`src/rtl/irq_req_latch_pkg.sv`:
```
// nd_irq_pkg: shared constants, FSM state type and priority encoder for the IRQ capture stage
package nd_irq_pkg;

    localparam int IRQ_CHANNELS = 4;
    localparam int LEVEL_W      = 2;

    typedef enum logic [1:0] {
        IDLE     = 2'd0,
        REQ      = 2'd1,
        WAIT_REL = 2'd2
    } irq_state_t;

    // Highest set index wins; returns 0 when nothing is set.
    function automatic logic [LEVEL_W-1:0] prio_enc(input logic [IRQ_CHANNELS-1:0] v);
        logic [LEVEL_W-1:0] r;
        r = '0;
        for (int i = 0; i < IRQ_CHANNELS; i++)
            if (v[i]) r = LEVEL_W'(i);
        return r;
    endfunction

endpackage

```
`src/rtl/irq_req_latch_sync.sv`:
```
// irq_sync: one-bit synchroniser chain for an asynchronous request line
module irq_sync #(
    parameter int SYNC_STAGES = 2
) (
    input  logic sysclk,
    input  logic sys_rst,
    input  logic i_d,
    output logic o_q
);

    logic [SYNC_STAGES-1:0] r_chain;

    // Shift the raw line through the flop chain; the last stage is safe to use.
    always_ff @(posedge sysclk) begin
        if (sys_rst) r_chain <= '0;
        else         r_chain <= {r_chain[SYNC_STAGES-2:0], i_d};
    end

    assign o_q = r_chain[SYNC_STAGES-1];

endmodule

```
`src/rtl/irq_req_latch.sv`:
```
// irq_req_latch: four-channel interrupt capture, masking and req/ack presentation to the microsequencer
module irq_req_latch
    import nd_irq_pkg::*;
#(
    parameter int                      SYNC_STAGES = 2,
    parameter logic [IRQ_CHANNELS-1:0] LEVEL_MODE  = 4'b0000
) (
    input  logic                    sysclk,
    input  logic                    sys_rst,
    input  logic [IRQ_CHANNELS-1:0] irq_in,
    input  logic                    mask_we,
    input  logic [IRQ_CHANNELS-1:0] mask_data,
    input  logic                    ack,
    output logic [IRQ_CHANNELS-1:0] pending,
    output logic [IRQ_CHANNELS-1:0] mask,
    output logic                    irq_req,
    output logic [LEVEL_W-1:0]      irq_level
);

    logic [IRQ_CHANNELS-1:0] w_sync;
    logic [IRQ_CHANNELS-1:0] w_rise;
    logic [IRQ_CHANNELS-1:0] w_clr;
    logic [IRQ_CHANNELS-1:0] w_arb;
    logic                    w_take;
    irq_state_t              w_next_state;

    logic [IRQ_CHANNELS-1:0] r_d;
    logic [IRQ_CHANNELS-1:0] r_pending;
    logic [IRQ_CHANNELS-1:0] r_mask;
    logic [LEVEL_W-1:0]      r_level;
    irq_state_t              r_state;

    for (genvar g = 0; g < IRQ_CHANNELS; g++) begin : g_sync
        irq_sync #(.SYNC_STAGES(SYNC_STAGES)) u_sync (
            .sysclk  (sysclk),
            .sys_rst (sys_rst),
            .i_d     (irq_in[g]),
            .o_q     (w_sync[g])
        );
    end

    assign w_rise = w_sync & ~r_d;
    assign w_arb  = r_pending & r_mask;
    assign w_take = (r_state == REQ) && ack;
    assign w_clr  = w_take ? (IRQ_CHANNELS'(1) << r_level) : '0;

    // Track previous synchronised value, mask register, and pending bits (a new rise beats an ack clear).
    always_ff @(posedge sysclk) begin
        if (sys_rst) begin
            r_d       <= '0;
            r_mask    <= '0;
            r_pending <= '0;
        end else begin
            r_d       <= w_sync;
            r_mask    <= mask_we ? mask_data : r_mask;
            r_pending <= (LEVEL_MODE & w_sync) | (~LEVEL_MODE & (w_rise | (r_pending & ~w_clr)));
        end
    end

    // State register; the granted level is frozen when leaving IDLE.
    always_ff @(posedge sysclk) begin
        if (sys_rst) begin
            r_state <= IDLE;
            r_level <= '0;
        end else begin
            r_state <= w_next_state;
            if (r_state == IDLE && |w_arb) r_level <= prio_enc(w_arb);
        end
    end

    // Handshake sequencing: request on any enabled pending bit, wait for ack, then for its release.
    always_comb begin
        w_next_state = r_state;
        case (r_state)
            IDLE:     w_next_state = |w_arb ? REQ : IDLE;
            REQ:      w_next_state = ack ? WAIT_REL : REQ;
            WAIT_REL: w_next_state = ack ? WAIT_REL : IDLE;
            default:  w_next_state = IDLE;
        endcase
    end

    assign pending   = r_pending;
    assign mask      = r_mask;
    assign irq_req   = (r_state == REQ);
    assign irq_level = r_level;

endmodule

```
`config.mk`:
```
export PLATFORM = sky130hd
export DESIGN_NAME = irq_req_latch
export DESIGN_NICKNAME = d
export VERILOG_FILES = /design/src/rtl/irq_req_latch_pkg.sv /design/src/rtl/irq_req_latch_sync.sv /design/src/rtl/irq_req_latch.sv
export SDC_FILE = /design/constraint.sdc
export NUM_CORES = 1
export LEC_CHECK = 0
export ABC_AREA = 1
export CAP_MARGIN = 5
export CORE_ASPECT_RATIO = 1.2
export CORE_UTILIZATION = 48
export DETAILED_ROUTE_END_ITERATION = 6
export GPL_ROUTABILITY_DRIVEN = 0
export HOLD_SLACK_MARGIN = 0.08
export PLACE_DENSITY_LB_ADDON = 0.15
export SLEW_MARGIN = 20
export SYNTH_ARGS = -nofsm -noshare
export SYNTH_HDL_FRONTEND = slang
export SYNTH_SLANG_ARGS = --single-unit
```
`constraint.sdc`:
```
create_clock -name sysclk -period 2.3 [get_ports sysclk]
set_clock_uncertainty 0.2 [all_clocks]
set_input_delay 0.575 -clock sysclk [delete_from_list [all_inputs] [get_ports sysclk]]
set_output_delay 0.575 -clock sysclk [all_outputs]
set_load 0.01 [all_outputs]
```
# ---- Word-level counts from Yosys, hierarchy flattened
# Cells that the tools add are included.
dict set report totals {
  inputBits 12
  elab_cells 30
  regBits 24
  out_inout_bits 11
}
dict set report classes {
  n_bitwise 6
  n_shift 1
  n_reduce_logical 4
  eq_ne 2
  muxes 8
}
# cell n
set ops {}
lappend ops {{$and A4 B4 Y4} 3}
lappend ops {{$mux W2} 4}
lappend ops {{$not A4 Y4} 2}
lappend ops {{$pmux W2 S3} 1}
lappend ops {{$mux W4} 1}
lappend ops {{$or A4 B4 Y4} 1}
lappend ops {{$reduce_or A4 Y1} 1}
lappend ops {{$shl A1 B2 Y4 const A} 1}
lappend ops {{$eq A2 B1 Y1 const B} 1}
lappend ops {{$eq A2 B2 Y1 const B} 1}
lappend ops {{$logic_and A1 B1 Y1} 2}
lappend ops {{$logic_not A2 Y1} 1}
lappend ops {{$mux W1} 2}

# ---- Longest topological paths before layout
# Gate-level depths: netlist (run 1).
dict set report depth {
  ltp_word 6
  mapped_depth 6
  depth_no_buf 6
}

# ---- By module
# Synthesis (run 1) repeated with hierarchy kept, for this count alone.
dict set report unflattened {
  hier_cells 111
  hier_area_um2 840.8
}
# mod cells_per_inst area_per_inst_um2 n_inst seq_area_each_um2
set by_module_without_submodules {}
lappend by_module_without_submodules {irq_req_latch 87 620.6 1 320.3}
lappend by_module_without_submodules {irq_sync 6 55.1 4 40.0}

# ---- Worst setup path after synthesis (run 1)
# No wires, ideal clock.
dict set report synth_timing {
  path_kind {in2reg}
  start {in sys_rst}
  end {reg r_pending[2], in the netlist pending[2]}
  cell_stages 4
  t_required_ns 2.008
  t_arrival_ns 0.995
  setup_ns 0.092
  slack_ns 1.013
  path_buffers 1
  path_cell_list {buf_4 > inv_1 > nand2_1 > o32ai_1}
}
# element line_no
set synth_lines {}
lappend synth_lines {{start, declared} irq_req_latch.sv:9} ;# input logic sys_rst,
lappend synth_lines {{end signal, assigned} irq_req_latch.sv:56} ;# r_pending <= (LEVEL_MODE & w_sync) | (~LEVEL_MODE & (w_rise | (r_pending & ~w_clr)));
lappend synth_lines {{end, declared} irq_req_latch.sv:28} ;# logic [IRQ_CHANNELS-1:0] r_pending;

# ---- Worst setup path in the final report (run 1)
dict set report layout_timing {
  start {reg r_state[0]}
  end {out irq_req}
}
dict set report layout_between {
  elab_chain_cells 1
}
# element line_no
set layout_lines {}
lappend layout_lines {{start, declared} irq_req_latch.sv:31} ;# irq_state_t r_state;
lappend layout_lines {{start signal, assigned} irq_req_latch.sv:66} ;# r_state <= w_next_state;
lappend layout_lines {{$eq A2 B1 Y1} irq_req_latch.sv:84} ;# assign irq_req = (r_state == REQ);
lappend layout_lines {{end, declared} irq_req_latch.sv:16} ;# output logic irq_req,
# No other way between the ends.

==> qor.yml, run 1 <==
status:
  status: "finished clean"
setup_path:
  cp-end-kind: "primary output"
  crit_arrival_ns: 1.38
  cp_slowest_cell: "clkdlybuf4s50_1"
  path_max_fanout: 4
  crit_chain: "inv_1 -> nor2_4 -> clkdlybuf4s50_1"
  critPathRequiredTime_ns: 1.52
  crit_path_max_incr_delay_ns: 0.55
  worst-setup-path-type: "flop to primary output"
  start_kind: "flop"
timing:
  setup-tns-final_ns: 0
  finalSetupViolCount: 0
  finalMaxSlewViolations: 0
  worst_pin_slew_ns: 0.223
  post-route-period-util_pct: 93.6
  rsz0062_at_grt: "false"
  final-hold-violation-count: 0
  fin_crit_ns: 2.15
  fmax_mhz: 464
  relSlewSlack_pct: 85.0
routing:
  drc: 0
  vias_per_cell: 4.54
  dr.pass1.iters: 4
  wl_um: 1490
  wire_per_inst_um: 9.80
  drtAntennaViolNets: 0
  vias: 690
  drtIter0Drc: 23
final_layout:
  nets: 148
  final_cells: 152
  drive_gt1_share_pct: 5.22
  fillers: 142
  register_area_um2: 480
  multiInputGateArea_um2: 277
  insertedDiodeCount: 0
  syn2layout_area_growth_pct: 31.8
floorplan:
  die_area_um2: 1920
  die_y_um: 47.8
  die_width_um: 40.2
  core_um2: 1640
  initial_core_util_pct: 51.2
  num_rows: 16
  pin_count: 23
pwr:
  p_per_area_nw_per_um2: 644
  max-vdd-ir-drop_mv: 0.511
  leakagePower_uw: 0.000481
clocking:
  post_cts_buffers: 0
  cts_tree: "built"
  h-tree-depth: 1
  clock_latency_ns: 0.30
  ctsResizeCount: 0
  cts.sinks: 24
  cts-root-buf: "clkbuf_4"
  clock_path_buffers: 2
  numCtsBuffers: 3
  cts_hold_buffers: 0
  clk_pin_slew_ns: 0.12
synth:
  seq_area_frac_synth_pct: 57.1
  synth_fp_nets: 121
  yosysTopAreaCellShare_pct: 57.1
  yosysWarnings: 0
  synth_seq_cells: 24
  yosysUniqueCellTypes: 15
  synth_area_um2: 841
  postSynthAreaPerCell_um2: 7.71
  yosysTopAreaCell: "dfxtp_1"
  netlist_instances: 109
  yosys-top-cells-area: "dfxtp_1 (57%), nor2_1 (12%), inv_1 (8.5%)"
grt:
  grtUsageTotal_pct: 17.7
  grt_pass1_wl_um: 2210
  grt_pass1_vias: 552
  gr-total-overflow: 0
  antenna_found_initial: 0
  grt_max_degree: 13
run:
  maxCapViolations: 0
placement:
  dp_cells: 149
  hpwlAfterDp_um: 1150
  port_buffers: 22
hold_path:
  hp-class: "flop to flop"
## logic make-up (layout without fill, tap and decap cells)
logic type             Yosys count  after routing  synth area share, %
AOI/OAI and AO/OA               12             12                 7.59
and+or+nand+nor                 52             52                 25.3
DFF                             24             24                 57.1
buffers and inverters           21             46                 9.97
## flip-flops by register name, summed over array words and instances, names as in the netlist
register               count
r_state                    2
mask                       4
r_d                        4
pending                    4
g_sync.u_sync.r_chain      8
irq_level                  2
## routing by layer
metal,up-vias,part of all wire (%),global-route usage (%)
met5,-,0,0
met4,0,0,10.0
met3,0,5.9,4.19
met2,18,49,28.7
met1,291,45,21.2
li1,381,-,-
## report_power, final
part           total, uW  switching (uW)  internal (uW)
Combinational       93.3            41.6           51.7
Sequential           449            12.6            437
Clock                171             110           61.0
## cells in the mapped netlist
| cell type | n |
|---|---|
| nor2_1 | 26 |
| dfxtp_1 | 24 |
| inv_1 | 19 |
| nand2_1 | 19 |
| a21oi_1 | 4 |
| o21ai_0 | 4 |
| o21ai_1 | 3 |
| nand3_1 | 2 |
| nor3_1 | 2 |
| buf_2 | 1 |
| buf_4 | 1 |
| nand2_2 | 1 |
| nand4_1 | 1 |
| nor2_4 | 1 |
| o32ai_1 | 1 |
## cell usage in the layout, fill, tap and decap left out, types with 3 or more instances in the layout
cell type / instances
a21oi_1: 4
clkbuf_4: 3
dfxtp_1: 24
clkdlybuf4s50_1: 22
nor2_1: 26
nand2_1: 19
o21ai_0: 4
inv_1: 19
o21ai_1: 3
## worst max-delay path: cells and delay by family, from the launching register on
kind,cells,cell delay (ns)
and+or+nand+nor,1,0.12
DFF,1,0.34
buffers and inverters,2,0.62
## metrics by stage
step	setup WS, ns	total power [uW]	util, %	area [um2]	hold slack [ns]
after floorplan	1.01	499	-	841	0.188
after global placement	0.485	550	66.2	1090	0.189
after detailed placement	0.476	553	66.2	1090	0.199
after CTS	0.130	722	67.5	1110	0.216
after global routing	0.0463	757	67.5	1110	0.236
final	0.147	714	67.5	1110	0.212
## worst paths after layout
path                                             startpoint                     endpoint  slack, ns  cells after the start
worst min register to register  g_sync[0].u_sync.r_chain[0]  g_sync[0].u_sync.r_chain[1]       0.21                      2
worst min-delay path            g_sync[0].u_sync.r_chain[0]  g_sync[0].u_sync.r_chain[1]       0.21                      2
worst max-delay path                             r_state[0]                      irq_req       0.15                      3
worst max register to register                   pending[2]                 irq_level[0]       1.09                      6
## area by class of cell
type                            instances  area share (%)
Sequential cell                        24            43.3
Multi-Input combinational cell         64            24.9
Timing Repair Buffer                   24            21.2
Inverter                               19            6.43
Clock buffer                            3            2.03
Tap cell                               18            2.03
No activity file was read; power rests on OpenSTA's default activity.
==> run 2, diff against run 1 <==
--- a/config.mk
+++ b/config.mk
@@ -8,8 +8,9 @@
 export ABC_AREA = 1
 export CAP_MARGIN = 5
 export CORE_ASPECT_RATIO = 1.2
-export CORE_UTILIZATION = 48
+export CORE_UTILIZATION = 50
 export DETAILED_ROUTE_END_ITERATION = 6
+export DONT_BUFFER_PORTS = 1
 export GPL_ROUTABILITY_DRIVEN = 0
 export HOLD_SLACK_MARGIN = 0.08
 export PLACE_DENSITY_LB_ADDON = 0.15
==> qor.yml, run 2 (synthesis gave the netlist of run 1 again) <==
setup_path:
  crit_chain: "inv_1 -> nor2_4"  # was inv_1 -> nor2_4 -> clkdlybuf4s50_1
  cp_slowest_cell: "dfxtp_1"  # was clkdlybuf4s50_1
  r2r_slack_ns: 1.04  # was 1.09 ns
  crit_buf_inv: 1  # was 2
  start_kind: "flop"  # unchanged
  path_max_fanout: 4  # unchanged
  critPathRequiredTime_ns: 1.52  # about the same
  crit_path_max_incr_delay_ns: 0.36  # was 0.55 ns
  cp-end-kind: "primary output"  # unchanged
  worstRegToRegCells: 5  # was 6
  worst-setup-path-type: "flop to primary output"  # unchanged
  crit_arrival_ns: 0.89  # was 1.38 ns
  timing.rr.end: "pending[0]"  # was irq_level[0]
  r2r_start: "r_state[0]"  # was pending[2]
  cp_top_family: "flip-flops"  # was buffers and inverters
pwr:
  max-vdd-ir-drop_mv: 0.454  # was 0.511 mV
  leakagePower_uw: 0.000404  # was 0.000481 uW
  p_per_area_nw_per_um2: 872  # was 644 nW/um2
placement:
  hpwlAfterDp_um: 929  # was 1150 um
  dp_cells: 124  # was 149
  dpl-instance-area_um2: 850  # was 1090 um2
  dpl_worst_slack_ns: 0.982  # was 0.476 ns
  port_buffers: 0  # was 22
timing:
  finalWorstSetupSlack_ns: 0.633  # was 0.147 ns
  final-hold-violation-count: 0  # unchanged
  relSlewSlack_pct: 83.2  # was 85.0%
  finalMaxSlewViolations: 0  # unchanged
  post-route-period-util_pct: 72.5  # was 93.6%
  setup-tns-final_ns: 0  # unchanged
  worst_pin_slew_ns: 0.252  # was 0.223 ns
  rsz0062_at_grt: "false"  # unchanged
  finalSetupViolCount: 0  # unchanged
  fmax_mhz: 600  # was 464 MHz
  fin_crit_ns: 1.67  # was 2.15 ns
  timing.hold.ws_ns: 0.117  # was 0.212 ns
clocking:
  numCtsBuffers: 3  # unchanged
  cts_hold_buffers: 0  # unchanged
  cts.sinks: 24  # unchanged
  cts_tree: "built"  # unchanged
  ctsResizeCount: 0  # unchanged
  post_cts_buffers: 0  # unchanged
  clk_pin_slew_ns: 0.13  # was 0.12 ns
  clock_path_buffers: 2  # unchanged
  h-tree-depth: 1  # unchanged
  cts-root-buf: "clkbuf_4"  # unchanged
  clock_latency_ns: 0.30  # about the same
floorplan:
  die_width_um: 39.4  # was 40.2 um
  die_y_um: 46.9  # was 47.8 um
  core_um2: 1500  # was 1640 um2
  initial_core_util_pct: 56.0  # was 51.2%
  pin_count: 23  # unchanged
  die_area_um2: 1850  # was 1920 um2
  num_rows: 15  # was 16
final_layout:
  drive_gt1_share_pct: 5.41  # was 5.22%
  final_common_cell: "nor2_1"  # unchanged
  regMostFlops: "g_sync.u_sync.r_chain"  # unchanged
  syn2layout_area_growth_pct: 7.29  # was 31.8%
  multiInputGateArea_um2: 277  # unchanged
  final_cells: 128  # was 152
  register_area_um2: 480  # unchanged
  fillers: 146  # was 142
  nets: 124  # was 148
  largest_reg_flops: 8  # unchanged
  final_area_um2: 902  # was 1110 um2
  insertedDiodeCount: 0  # unchanged
  final_cell_mix: "nor2_1 (26), dfxtp_1 (24), inv_1 (19), nand2_1 (19)"  # was nor2_1 (26), dfxtp_1 (24), clkdlybuf4s50_1 (22)
status:
  status: "finished clean"  # unchanged
hold_path:
  holdPathStages: 1  # was 2
  timing.hold.worst.start: "sys_rst"  # was g_sync[0].u_sync.r_chain[0]
  hp-class: "input pin to flop"  # was flop to flop
  hold_end: "g_sync[3].u_sync.r_chain[1]"  # was g_sync[0].u_sync.r_chain[1]
grt:
  use_met3_pct: 3.32  # was 4.19%
  grt_pass1_wl_um: 1920  # was 2210 um
  grt_max_degree: 19  # was 13
  met1_usage_pct: 15.7  # was 21.2%
  gr-total-overflow: 0  # unchanged
  use_met2_pct: 27.2  # was 28.7%
  grtUsageTotal_pct: 15.6  # was 17.7%
  grt_busiest_layer: "met2"  # unchanged
  grt_pass1_vias: 504  # was 552
  antenna_found_initial: 0  # unchanged
run:
  maxCapViolations: 0  # unchanged
routing:
  vias: 616  # was 690
  wl_um: 1250  # was 1490 um
  drtAntennaViolNets: 0  # unchanged
  drc: 0  # unchanged
  vias_per_cell: 4.81  # was 4.54
  wire_per_inst_um: 9.79  # was 9.80 um
  drtIter0Drc: 7  # was 23
  dr.pass1.iters: 2  # was 4
## run 2: worst register-to-register path: stages (launching register included)
cell	delay, ns
dfxtp_1	0.36
inv_1	0.08
nor2_4	0.15
nand2_2	0.10
nor3_1	0.19
o21ai_1	0.09
## run 2: area by class of cell
cell class,instances,share of cell area (%)
multi-input cells,64,30.7
clock inverters,1,3.33
flip-flops and latches,24,53.3
well taps,17,2.36
inverters,19,7.91
clock buffers,3,2.50
## run 2: power breakdown
| part | switching [uW] | leakage [uW] | internal, uW |
|---|---|---|---|
| sequential | 19.0 | 0.000197 | 437 |
| combinational | 22.2 | 0.000179 | 14.6 |
| clock | 118 | 0.0000279 | 176 |
## run 2: how the worst max path moves through the flow
| stage | start | end | cells after the start |
|---|---|---|---|
| finish | r_state[0] | irq_req | 2 |
| global route | r_state[0] | irq_req | 2 |
| CTS | r_state[0] | irq_req | 2 |
| detailed placement | r_state[0] | irq_req | 2 |
| global placement | r_state[0] | irq_req | 2 |
| floorplan | sys_rst | pending[2] | 4 |
## run 2: per-layer routing
layer	up-vias	wire length [um]	part of all wire [%]
met4	0	22	1.8
met1	262	557	44
met3	2	55	4.4
met5	-	0	0
met2	17	617	49
li1	335	-	-
## run 2: through the flow
stage,utilization (%),total power (uW)
floorplan,-,499
global placement,56.6,501
detailed placement,56.6,503
CTS,60.1,797
global route,60.1,824
finish,60.1,786
